$ cat src/rtl/div_iter_responder_pkg.sv
// Shared definitions for the iterative divider: default operand width and FSM encoding.
package div_iter_responder_pkg;

    localparam int DIV_W = 32;

    typedef enum logic [1:0] {
        ST_IDLE = 2'd0,
        ST_PREP = 2'd1,
        ST_ITER = 2'd2,
        ST_FIX  = 2'd3
    } div_state_e;

endpackage

$ cat src/rtl/div_iter_responder_div_restore_step.sv
// One restoring radix-2 step: shift {rem,quo} left, trial-subtract the divisor, keep or restore.
module div_restore_step #(
    parameter int WIDTH = 32
) (
    input  logic [WIDTH:0]   rem,
    input  logic [WIDTH-1:0] quo,
    input  logic [WIDTH:0]   dvs,
    output logic [WIDTH:0]   rem_next,
    output logic [WIDTH-1:0] quo_next
);

    logic [WIDTH+1:0] shifted_s;
    logic [WIDTH+1:0] trial_s;

    // shift in the next dividend bit and decide the quotient bit from the trial sign
    always_comb begin
        shifted_s = {rem, quo[WIDTH-1]};
        trial_s   = shifted_s - {1'b0, dvs};
        if (!trial_s[WIDTH+1]) begin
            rem_next = trial_s[WIDTH:0];
            quo_next = {quo[WIDTH-2:0], 1'b1};
        end else begin
            rem_next = shifted_s[WIDTH:0];
            quo_next = {quo[WIDTH-2:0], 1'b0};
        end
    end

endmodule

$ cat src/rtl/div_iter_responder.sv
// Iterative restoring divider behind two independent operand streams; fixed WIDTH+3 cycle latency,
// one operation in flight, one-cycle result strobe with held data.
module div_iter_responder
    import div_iter_responder_pkg::*;
#(
    parameter int WIDTH  = DIV_W,
    parameter bit SIGNED = 1'b1
) (
    input  logic               clk,
    input  logic               resetn,
    input  logic [WIDTH-1:0]   s_axis_divisor_tdata,
    input  logic               s_axis_divisor_tvalid,
    output logic               s_axis_divisor_tready,
    input  logic [WIDTH-1:0]   s_axis_dividend_tdata,
    input  logic               s_axis_dividend_tvalid,
    output logic               s_axis_dividend_tready,
    output logic [2*WIDTH-1:0] m_axis_dout_tdata,
    output logic               m_axis_dout_tvalid
);

    localparam int CW = $clog2(WIDTH);
    localparam logic [CW-1:0] CNT_INIT = CW'(WIDTH - 1);
    localparam logic [CW-1:0] CNT_ONE  = {{(CW-1){1'b0}}, 1'b1};

    div_state_e         state_r, state_s;
    logic               dvs_full_r, dvs_full_s, dvd_full_r, dvd_full_s;
    logic [WIDTH-1:0]   dvs_buf_r, dvs_buf_s, dvd_buf_r, dvd_buf_s;
    logic [WIDTH:0]     rem_r, rem_s, dvs_mag_r, dvs_mag_s;
    logic [WIDTH-1:0]   quo_r, quo_s;
    logic [CW-1:0]      cnt_r, cnt_s;
    logic               qneg_r, qneg_s, rneg_r, rneg_s;
    logic [2*WIDTH-1:0] dout_r, dout_s;
    logic               vld_r, vld_s;

    logic               dvs_xfer_s, dvd_xfer_s, start_s;
    logic               dvs_neg_s, dvd_neg_s;
    logic [WIDTH-1:0]   dvs_abs_s, dvd_abs_s;
    logic [WIDTH:0]     rem_step_s;
    logic [WIDTH-1:0]   quo_step_s;
    logic [WIDTH-1:0]   q_fix_s, r_fix_s;

    assign s_axis_divisor_tready  = (state_r == ST_IDLE) && !dvs_full_r;
    assign s_axis_dividend_tready = (state_r == ST_IDLE) && !dvd_full_r;
    assign m_axis_dout_tdata      = dout_r;
    assign m_axis_dout_tvalid     = vld_r;

    assign dvs_xfer_s = s_axis_divisor_tvalid && s_axis_divisor_tready;
    assign dvd_xfer_s = s_axis_dividend_tvalid && s_axis_dividend_tready;
    assign start_s    = (state_r == ST_IDLE) && (dvs_full_r || dvs_xfer_s) && (dvd_full_r || dvd_xfer_s);

    // A W-bit unsigned magnitude already holds |-2^(W-1)| exactly; the extra bit is added for the trial subtract.
    assign dvs_neg_s = SIGNED && dvs_buf_r[WIDTH-1];
    assign dvd_neg_s = SIGNED && dvd_buf_r[WIDTH-1];
    assign dvs_abs_s = dvs_neg_s ? -dvs_buf_r : dvs_buf_r;
    assign dvd_abs_s = dvd_neg_s ? -dvd_buf_r : dvd_buf_r;
    assign q_fix_s   = qneg_r ? -quo_r : quo_r;
    assign r_fix_s   = rneg_r ? -rem_r[WIDTH-1:0] : rem_r[WIDTH-1:0];

    div_restore_step #(
        .WIDTH (WIDTH)
    ) u_step (
        .rem      (rem_r),
        .quo      (quo_r),
        .dvs      (dvs_mag_r),
        .rem_next (rem_step_s),
        .quo_next (quo_step_s)
    );

    // next-state and datapath update for the operand buffers and the divide sequence
    always_comb begin
        state_s    = state_r;
        dvs_full_s = dvs_full_r;
        dvd_full_s = dvd_full_r;
        dvs_buf_s  = dvs_buf_r;
        dvd_buf_s  = dvd_buf_r;
        rem_s      = rem_r;
        quo_s      = quo_r;
        dvs_mag_s  = dvs_mag_r;
        cnt_s      = cnt_r;
        qneg_s     = qneg_r;
        rneg_s     = rneg_r;
        dout_s     = dout_r;
        vld_s      = 1'b0;
        case (state_r)
            ST_IDLE: begin
                if (dvs_xfer_s) begin
                    dvs_buf_s = s_axis_divisor_tdata;
                end else begin
                    dvs_buf_s = dvs_buf_r;
                end
                if (dvd_xfer_s) begin
                    dvd_buf_s = s_axis_dividend_tdata;
                end else begin
                    dvd_buf_s = dvd_buf_r;
                end
                if (start_s) begin
                    dvs_full_s = 1'b0;
                    dvd_full_s = 1'b0;
                    state_s    = ST_PREP;
                end else begin
                    dvs_full_s = dvs_full_r || dvs_xfer_s;
                    dvd_full_s = dvd_full_r || dvd_xfer_s;
                end
            end
            ST_PREP: begin
                quo_s     = dvd_abs_s;
                dvs_mag_s = {1'b0, dvs_abs_s};
                qneg_s    = dvd_neg_s ^ dvs_neg_s;
                rneg_s    = dvd_neg_s;
                rem_s     = {(WIDTH+1){1'b0}};
                cnt_s     = CNT_INIT;
                state_s   = ST_ITER;
            end
            ST_ITER: begin
                rem_s = rem_step_s;
                quo_s = quo_step_s;
                if (cnt_r == {CW{1'b0}}) begin
                    state_s = ST_FIX;
                end else begin
                    cnt_s = cnt_r - CNT_ONE;
                end
            end
            ST_FIX: begin
                dout_s  = {q_fix_s, r_fix_s};
                vld_s   = 1'b1;
                state_s = ST_IDLE;
            end
            default: begin
                state_s = ST_IDLE;
            end
        endcase
    end

    // state register with synchronous active-low reset
    always_ff @(posedge clk) begin
        if (!resetn) begin
            state_r    <= ST_IDLE;
            dvs_full_r <= 1'b0;
            dvd_full_r <= 1'b0;
            dvs_buf_r  <= {WIDTH{1'b0}};
            dvd_buf_r  <= {WIDTH{1'b0}};
            rem_r      <= {(WIDTH+1){1'b0}};
            quo_r      <= {WIDTH{1'b0}};
            dvs_mag_r  <= {(WIDTH+1){1'b0}};
            cnt_r      <= {CW{1'b0}};
            qneg_r     <= 1'b0;
            rneg_r     <= 1'b0;
            dout_r     <= {(2*WIDTH){1'b0}};
            vld_r      <= 1'b0;
        end else begin
            state_r    <= state_s;
            dvs_full_r <= dvs_full_s;
            dvd_full_r <= dvd_full_s;
            dvs_buf_r  <= dvs_buf_s;
            dvd_buf_r  <= dvd_buf_s;
            rem_r      <= rem_s;
            quo_r      <= quo_s;
            dvs_mag_r  <= dvs_mag_s;
            cnt_r      <= cnt_s;
            qneg_r     <= qneg_s;
            rneg_r     <= rneg_s;
            dout_r     <= dout_s;
            vld_r      <= vld_s;
        end
    end

endmodule

$ cat config.mk
export PLATFORM = sky130hd
export DESIGN_NAME = div_iter_responder
export DESIGN_NICKNAME = d
export VERILOG_FILES = /design/src/rtl/div_iter_responder_pkg.sv /design/src/rtl/div_iter_responder_div_restore_step.sv /design/src/rtl/div_iter_responder.sv
export SDC_FILE = /design/constraint.sdc
export NUM_CORES = 1
export LEC_CHECK = 0
export CORE_ASPECT_RATIO = 1.4
export CORE_MARGIN = 5
export CORE_UTILIZATION = 30
export DETAILED_ROUTE_END_ITERATION = 12
export MAX_ROUTING_LAYER = met4
export SYNTH_ARGS = -nofsm -noshare
export SYNTH_HDL_FRONTEND = slang
export SYNTH_SLANG_ARGS = --single-unit
export TNS_END_PERCENT = 30
$ cat constraint.sdc
create_clock -name clk -period 7.1 [get_ports clk]
set_input_delay 1.775 -clock clk [delete_from_list [all_inputs] [get_ports clk]]
set_output_delay 1.775 -clock clk [all_outputs]
set_load 0.02 [all_outputs]
# [Word level (Yosys, flattened, before mapping)]
# Index checks and enable logic that the tools add are counted.
[classes] n_addsub=6 mul=0 n_div=0 n_lt_le_gt_ge=0 n_eq_ne=6 shift=0 muxes=16 bitwise=1 reduce_logical=17
[op_table] op="32-bit two-way mux" count=4
[op_table] op="32-bit negation" count=4
[op_table] op="33-bit one-hot mux with 2 select lines" count=1
[op_table] op="32-bit one-hot mux with 2 select lines" count=1
[op_table] op="34-bit by 32-bit subtractor with 34-bit output" count=1
[op_table] op="33-bit two-way mux" count=1
[op_table] op="5-bit one-hot mux with 2 select lines" count=1
[op_table] op="2-bit one-hot mux with 4 select lines" count=1
[op_table] op="2-bit AND reduction" count=4
[op_table] op="1-bit logical AND" count=6
[op_table] op="2-bit != test, second input constant" count=3
[op_table] op="5-bit logical NOT" count=1
[op_table] op="5-bit two-way mux" count=1
[op_table] op="5-bit by 1-bit subtractor with 5-bit output, second input constant" count=1
[op_table] op="2-bit == test, second input constant" count=2
[op_table] op="1-bit two-way mux" count=4
[op_table] op="2-bit two-way mux" count=2
[op_table] op="2-bit by 1-bit == test with 1-bit output, second input constant" count=1
[op_table] op="1-bit logical NOT" count=2
[op_table] op="2-bit logical NOT" count=1
[op_table] op="1-bit logical OR" count=2
[op_table] op="2-bit nonzero test" count=1
[op_table] op="1-bit XOR" count=1
[word_totals] reg_bits=237 latchBits=0 ram_bits=0 romBits=0 inputBits=68 out_inout_bits=67 word_cells=59 memories=0

# [Longest topological paths before layout]
[logic_depth] depth_word=8 ltp_mapped=13

# [Hierarchy]
# From an unflattened synthesis, not the netlist that was laid out.
[hier_totals] hier_cells=1874 hier_area_um2=14620.3
[modules_own_cells] mod="div_iter_responder" n_inst=1 cells_each=1451 area_per_inst_um2=11666.2
[modules_own_cells] mod="div_restore_step" n_inst=1 cells_each=423 area_per_inst_um2=2954.1

# [Worst setup path before layout]
# Ideal clock, no wire load.
[synth_timing] path_type="flip-flop to output port" start="register state_r[0]" end="output s_axis_dividend_tready" arrival_time_ps=1125 t_required_ps=5325 path_slack_ps=4200 stages_incl_launch_ff=5 path_buffers=1 cell_sequence="dfxtp_1 > inv_1 > ha_1 > clkbuf_1 > nor2b_1"
[synth_between] elab_chain_len=2
[synth_rtl] item="start: declaration" line="div_iter_responder.sv:25" rtl="div_state_e state_r, state_s;"
[synth_rtl] item="start signal: assignment" line="div_iter_responder.sv:151" rtl="state_r <= state_s;"
[synth_rtl] item="2-bit logical NOT" line="div_iter_responder.sv:43" rtl="assign s_axis_dividend_tready = (state_r == ST_IDLE) && !dvd_full_r;"
[synth_rtl] item="1-bit logical AND" line="div_iter_responder.sv:43"
[synth_rtl] item="end: declaration" line="div_iter_responder.sv:16" rtl="output logic s_axis_dividend_tready,"
# Every way passes these cells.

# [Worst setup path after layout]
[layout_timing] start="register state_r[0]" end="output s_axis_divisor_tready"
[layout_between] elab_chain_len=2
[layout_rtl] item="2-bit logical NOT" line="div_iter_responder.sv:42" rtl="assign s_axis_divisor_tready = (state_r == ST_IDLE) && !dvs_full_r;"
[layout_rtl] item="1-bit logical AND" line="div_iter_responder.sv:42"
[layout_rtl] item="end: declaration" line="div_iter_responder.sv:13" rtl="output logic s_axis_divisor_tready,"
# Every way passes these cells.

==> impl_metrics.json <==
{
  "r2r_setup_slack_ns": 3.30,
  "cts_tree": "yes",
  "cts_htree_levels": 1,
  "fin_crit_sh": 0.549,
  "pin_count": 135,
  "std_cell_rows": 92,
  "post_synth.cell_area_avg_um2": 8.20,
  "worst_setup_path_end_kind": "output port",
  "timing.critical_path.max_delay_family": "buffers and inverters",
  "synth_common_cells": "sky130_fd_sc_hd__nand2_1 (344), sky130_fd_sc_hd__dfxtp_1 (237), sky130_fd_sc_hd__xor2_1 (119)",
  "max-clock-path-buffers": 3,
  "sequentialPowerShare": 0.314,
  "post-synth-top-count-cell": "sky130_fd_sc_hd__nand2_1",
  "drtPass1Iterations": 7,
  "ant_nets": 0,
  "path_cells": "inv_1, ha_1, nor2b_1, clkdlybuf4s50_1",
  "cpMaxStageDelayCell": "sky130_fd_sc_hd__clkdlybuf4s50_1",
  "maxClockFrequency_mhz": 256,
  "layout_min_cycle_time_ns": 3.90,
  "synth_largest_area_cell": "sky130_fd_sc_hd__dfxtp_1",
  "max_slew_vio_count": 0,
  "yosys_warnings": 0,
  "critPathKind": "flop to output port",
  "setup_total_negative_slack_ns": 0,
  "vias_per_cell": 4.99,
  "area_growth_pct": 20.0,
  "yosys.area.top_type_share": 0.347,
  "design_power_total_uw": 5950,
  "timing_worst_slew_pin_value_ns": 1.21,
  "pin_count_of_the_biggest_net_entering_global_routing": 136,
  "grt_usage": 0.150,
  "synth_edf_count": 0,
  "antennaDiodeCount": 0,
  "synth.area.top_cells": "sky130_fd_sc_hd__dfxtp_1 (35%), sky130_fd_sc_hd__nand2_1 (9.4%), sky130_fd_sc_hd__xor2_1 (7.6%)",
  "globalRouteOverflowTotal": 0,
  "clock_sinks": 237,
  "cts.hold.buffers_added": 0,
  "final_layout_size_suffix_gt1_frac": 0.0475,
  "netSwitchingPower_uw": 2420,
  "via_count": 11783,
  "rsz0062_at_grt": "no",
  "finalHoldViolCount": 0,
  "instances_no_fill": 2359,
  "cp_slowest_stage_delay_ns": 0.61,
  "clkLatencyLatePin_ns": 0.56,
  "vias_in_the_first_global_route": 11363,
  "synthArstFlopShare": 0,
  "post-cts-setup-buffer-count": 0,
  "syn-cell-area_um2": 13700,
  "power.leakage_uw": 0.00663,
  "full_die_area_um2": 50000,
  "drv_cap": 0,
  "power_frac_comb": 0.443,
  "io_buffers": 134,
  "fin_worst_skew_ns": 0.0312,
  "status": "finished, final reports clean",
  "drt-total-wl_um": 37600,
  "drt_iter0_drc": 669,
  "worst_setup_path_start_kind": "flop",
  "final_nets": 1843,
  "power_switching_share": 0.407,
  "grt_antenna_before_repair": 0,
  "tritoncts.num_buffers": 27,
  "cts.repair.resized": 0,
  "synth.distinct_cells": 70,
  "root_buffer_cell": "sky130_fd_sc_hd__clkbuf_16",
  "setup_violations": 0,
  "critPathMaxFanout": 10,
  "die_height_um": 263,
  "routed_wire_length_per_instance_um": 15.9,
  "final_estimated_routing_congestion_in_global_placement": 0.890,
  "floorplan.die.width_um": 190,
  "core_area_um2": 45100,
  "worst-endpoint-arrival_ns": 2.12,
  "post_synthesis_sequential_element_count": 237,
  "syn-instance-count": 1667,
  "dp_hpwl_um": 28100,
  "crit_required_ns": 5.33,
  "dp_cells": 2314,
  "clk_pin_slew_worst_paths_ns": 0.06,
  "power_per_cell_area_nw_per_um2": 363,
  "grt_pass1_wl_um": 61500,
  "ir_drop_worst_vdd_mv": 0.431,
  "slew_headroom": 0.190,
  "yosysSeqAreaShare": 0.347,
  "hold_class": "flop to flop",
  "p_clk_frac": 0.244,
  "fillCellCount": 4773,
  "detailed_route_drc_error_count": 0,
  "synth_top_flop_cell": "sky130_fd_sc_hd__dfxtp_1",
  "intPower_uw": 3530,
  "initial_utilization": 0.303,
  "worstPathBufferInverterCount": 2,
  "synth_fp_nets": 1778
}
## metrics by stage
step                      hold WS, ns   util  cell area, um2  worst slack (ns)
after detailed placement        0.464  0.343           15500              3.34
after global placement          0.463  0.343           15500              3.38
final                           0.473  0.364           16400              3.20
after floorplan                 0.443      -           13700              4.20
after global routing            0.489  0.364           16400              3.03
after CTS                       0.473  0.364           16400              3.15
## power groups by stage
stage	Combinational, uW	Clock (uW)	Sequential (uW)
6_report	2640	1450	1870
5_1_grt	2950	1540	1910
4_1_cts	2660	1490	1870
3_5_place_dp	2650	0	1900
3_3_place_gp	2630	0	1890
2_1_floorplan	1980	0	1840
## flip-flops by register name, summed over array words and instances, names as in the netlist
| signal | cells |
|---|---|
| dvd_buf_r | 32 |
| dvd_full_r | 1 |
| m_axis_dout_tdata | 64 |
| m_axis_dout_tvalid | 1 |
| rem_r | 33 |
| dvs_buf_r | 32 |
| dvs_full_r | 1 |
| cnt_r | 5 |
| quo_r | 32 |
| dvs_mag_r | 32 |
| rneg_r | 1 |
| state_r | 2 |
| qneg_r | 1 |
## layout make-up
cell class	count	area [um2]	share of cell area
multi-input combinational	1267	8350	0.509
sequential	237	4740	0.289
timing repair buffer	144	1430	0.0869
tap	611	764	0.0466
clock buffer	35	746	0.0455
inverter	55	206	0.0126
clock inverter	10	165	0.0101
## per-layer routing
layer  up-vias  global-route usage  part of all wire
met5         -                   -                 0
met4         0              0.0474             0.028
met3        67              0.0187             0.038
met2       219               0.250              0.49
met1      5526               0.190              0.44
li1       5971                   -                 -
## path summary, 6_finish.rpt
| path | start | endpoint | cells after the start |
|---|---|---|---|
| setup / recovery | state_r[0]$_SDFFE_PN0P_ | s_axis_divisor_tready | 4 |
| hold / removal | dvs_buf_r[10]$_SDFFE_PN0P_ | dvs_buf_r[10]$_SDFFE_PN0P_ | 2 |
| setup reg to reg | rem_r[14]$_SDFFE_PN0P_ | rem_r[2]$_SDFFE_PN0P_ | 10 |
| hold reg to reg | dvs_buf_r[10]$_SDFFE_PN0P_ | dvs_buf_r[10]$_SDFFE_PN0P_ | 2 |
## kinds of logic after synthesis
group / count (synthesis) / synth area share
flip-flops: 237 / 0.347
XOR/XNOR: 151 / 0.0967
buffers and inverters: 163 / 0.0454
AO/OA/AOI/OAI: 447 / 0.235
adder cells (fa/ha/maj): 43 / 0.0399
multiplexers: 60 / 0.0439
AND/OR/NAND/NOR: 566 / 0.192
## cells in the final DEF (no fill, tap or decap), types with 5 or more instances in the layout
cell / n
sky130_fd_sc_hd__xnor2_1: 32
sky130_fd_sc_hd__o41ai_1: 18
sky130_fd_sc_hd__or3_1: 22
sky130_fd_sc_hd__o21a_1: 6
sky130_fd_sc_hd__nand2b_1: 8
sky130_fd_sc_hd__nor3_1: 16
sky130_fd_sc_hd__ha_1: 39
sky130_fd_sc_hd__nor2_1: 46
sky130_fd_sc_hd__inv_1: 55
sky130_fd_sc_hd__and2_1: 5
sky130_fd_sc_hd__nand3b_1: 8
sky130_fd_sc_hd__nand4_1: 9
sky130_fd_sc_hd__a21oi_1: 56
sky130_fd_sc_hd__a21o_1: 11
sky130_fd_sc_hd__nand2_1: 344
sky130_fd_sc_hd__dfxtp_1: 237
sky130_fd_sc_hd__mux2i_1: 60
sky130_fd_sc_hd__o211ai_1: 8
sky130_fd_sc_hd__o21ai_0: 104
sky130_fd_sc_hd__xor2_1: 118
sky130_fd_sc_hd__a32oi_1: 9
sky130_fd_sc_hd__nor2b_1: 44
sky130_fd_sc_hd__a21boi_0: 68
sky130_fd_sc_hd__or4_1: 13
sky130_fd_sc_hd__clkbuf_16: 27
sky130_fd_sc_hd__a211oi_1: 5
sky130_fd_sc_hd__or2_2: 7
sky130_fd_sc_hd__nand3_1: 14
sky130_fd_sc_hd__o21ai_1: 13
sky130_fd_sc_hd__clkdlybuf4s50_1: 133
sky130_fd_sc_hd__o211a_1: 78
sky130_fd_sc_hd__o31ai_1: 41
sky130_fd_sc_hd__buf_4: 10
## worst register-to-register path: cells and delay by family (launching register included)
kind                     cells  cell delay, ns
XOR/XNOR                     1            0.95
flip-flops                   1            0.39
AO/OA/AOI/OAI                4            1.17
adder cells (fa/ha/maj)      1            0.42
AND/OR/NAND/NOR              4            0.74
Power figures use the tool's default switching activity.
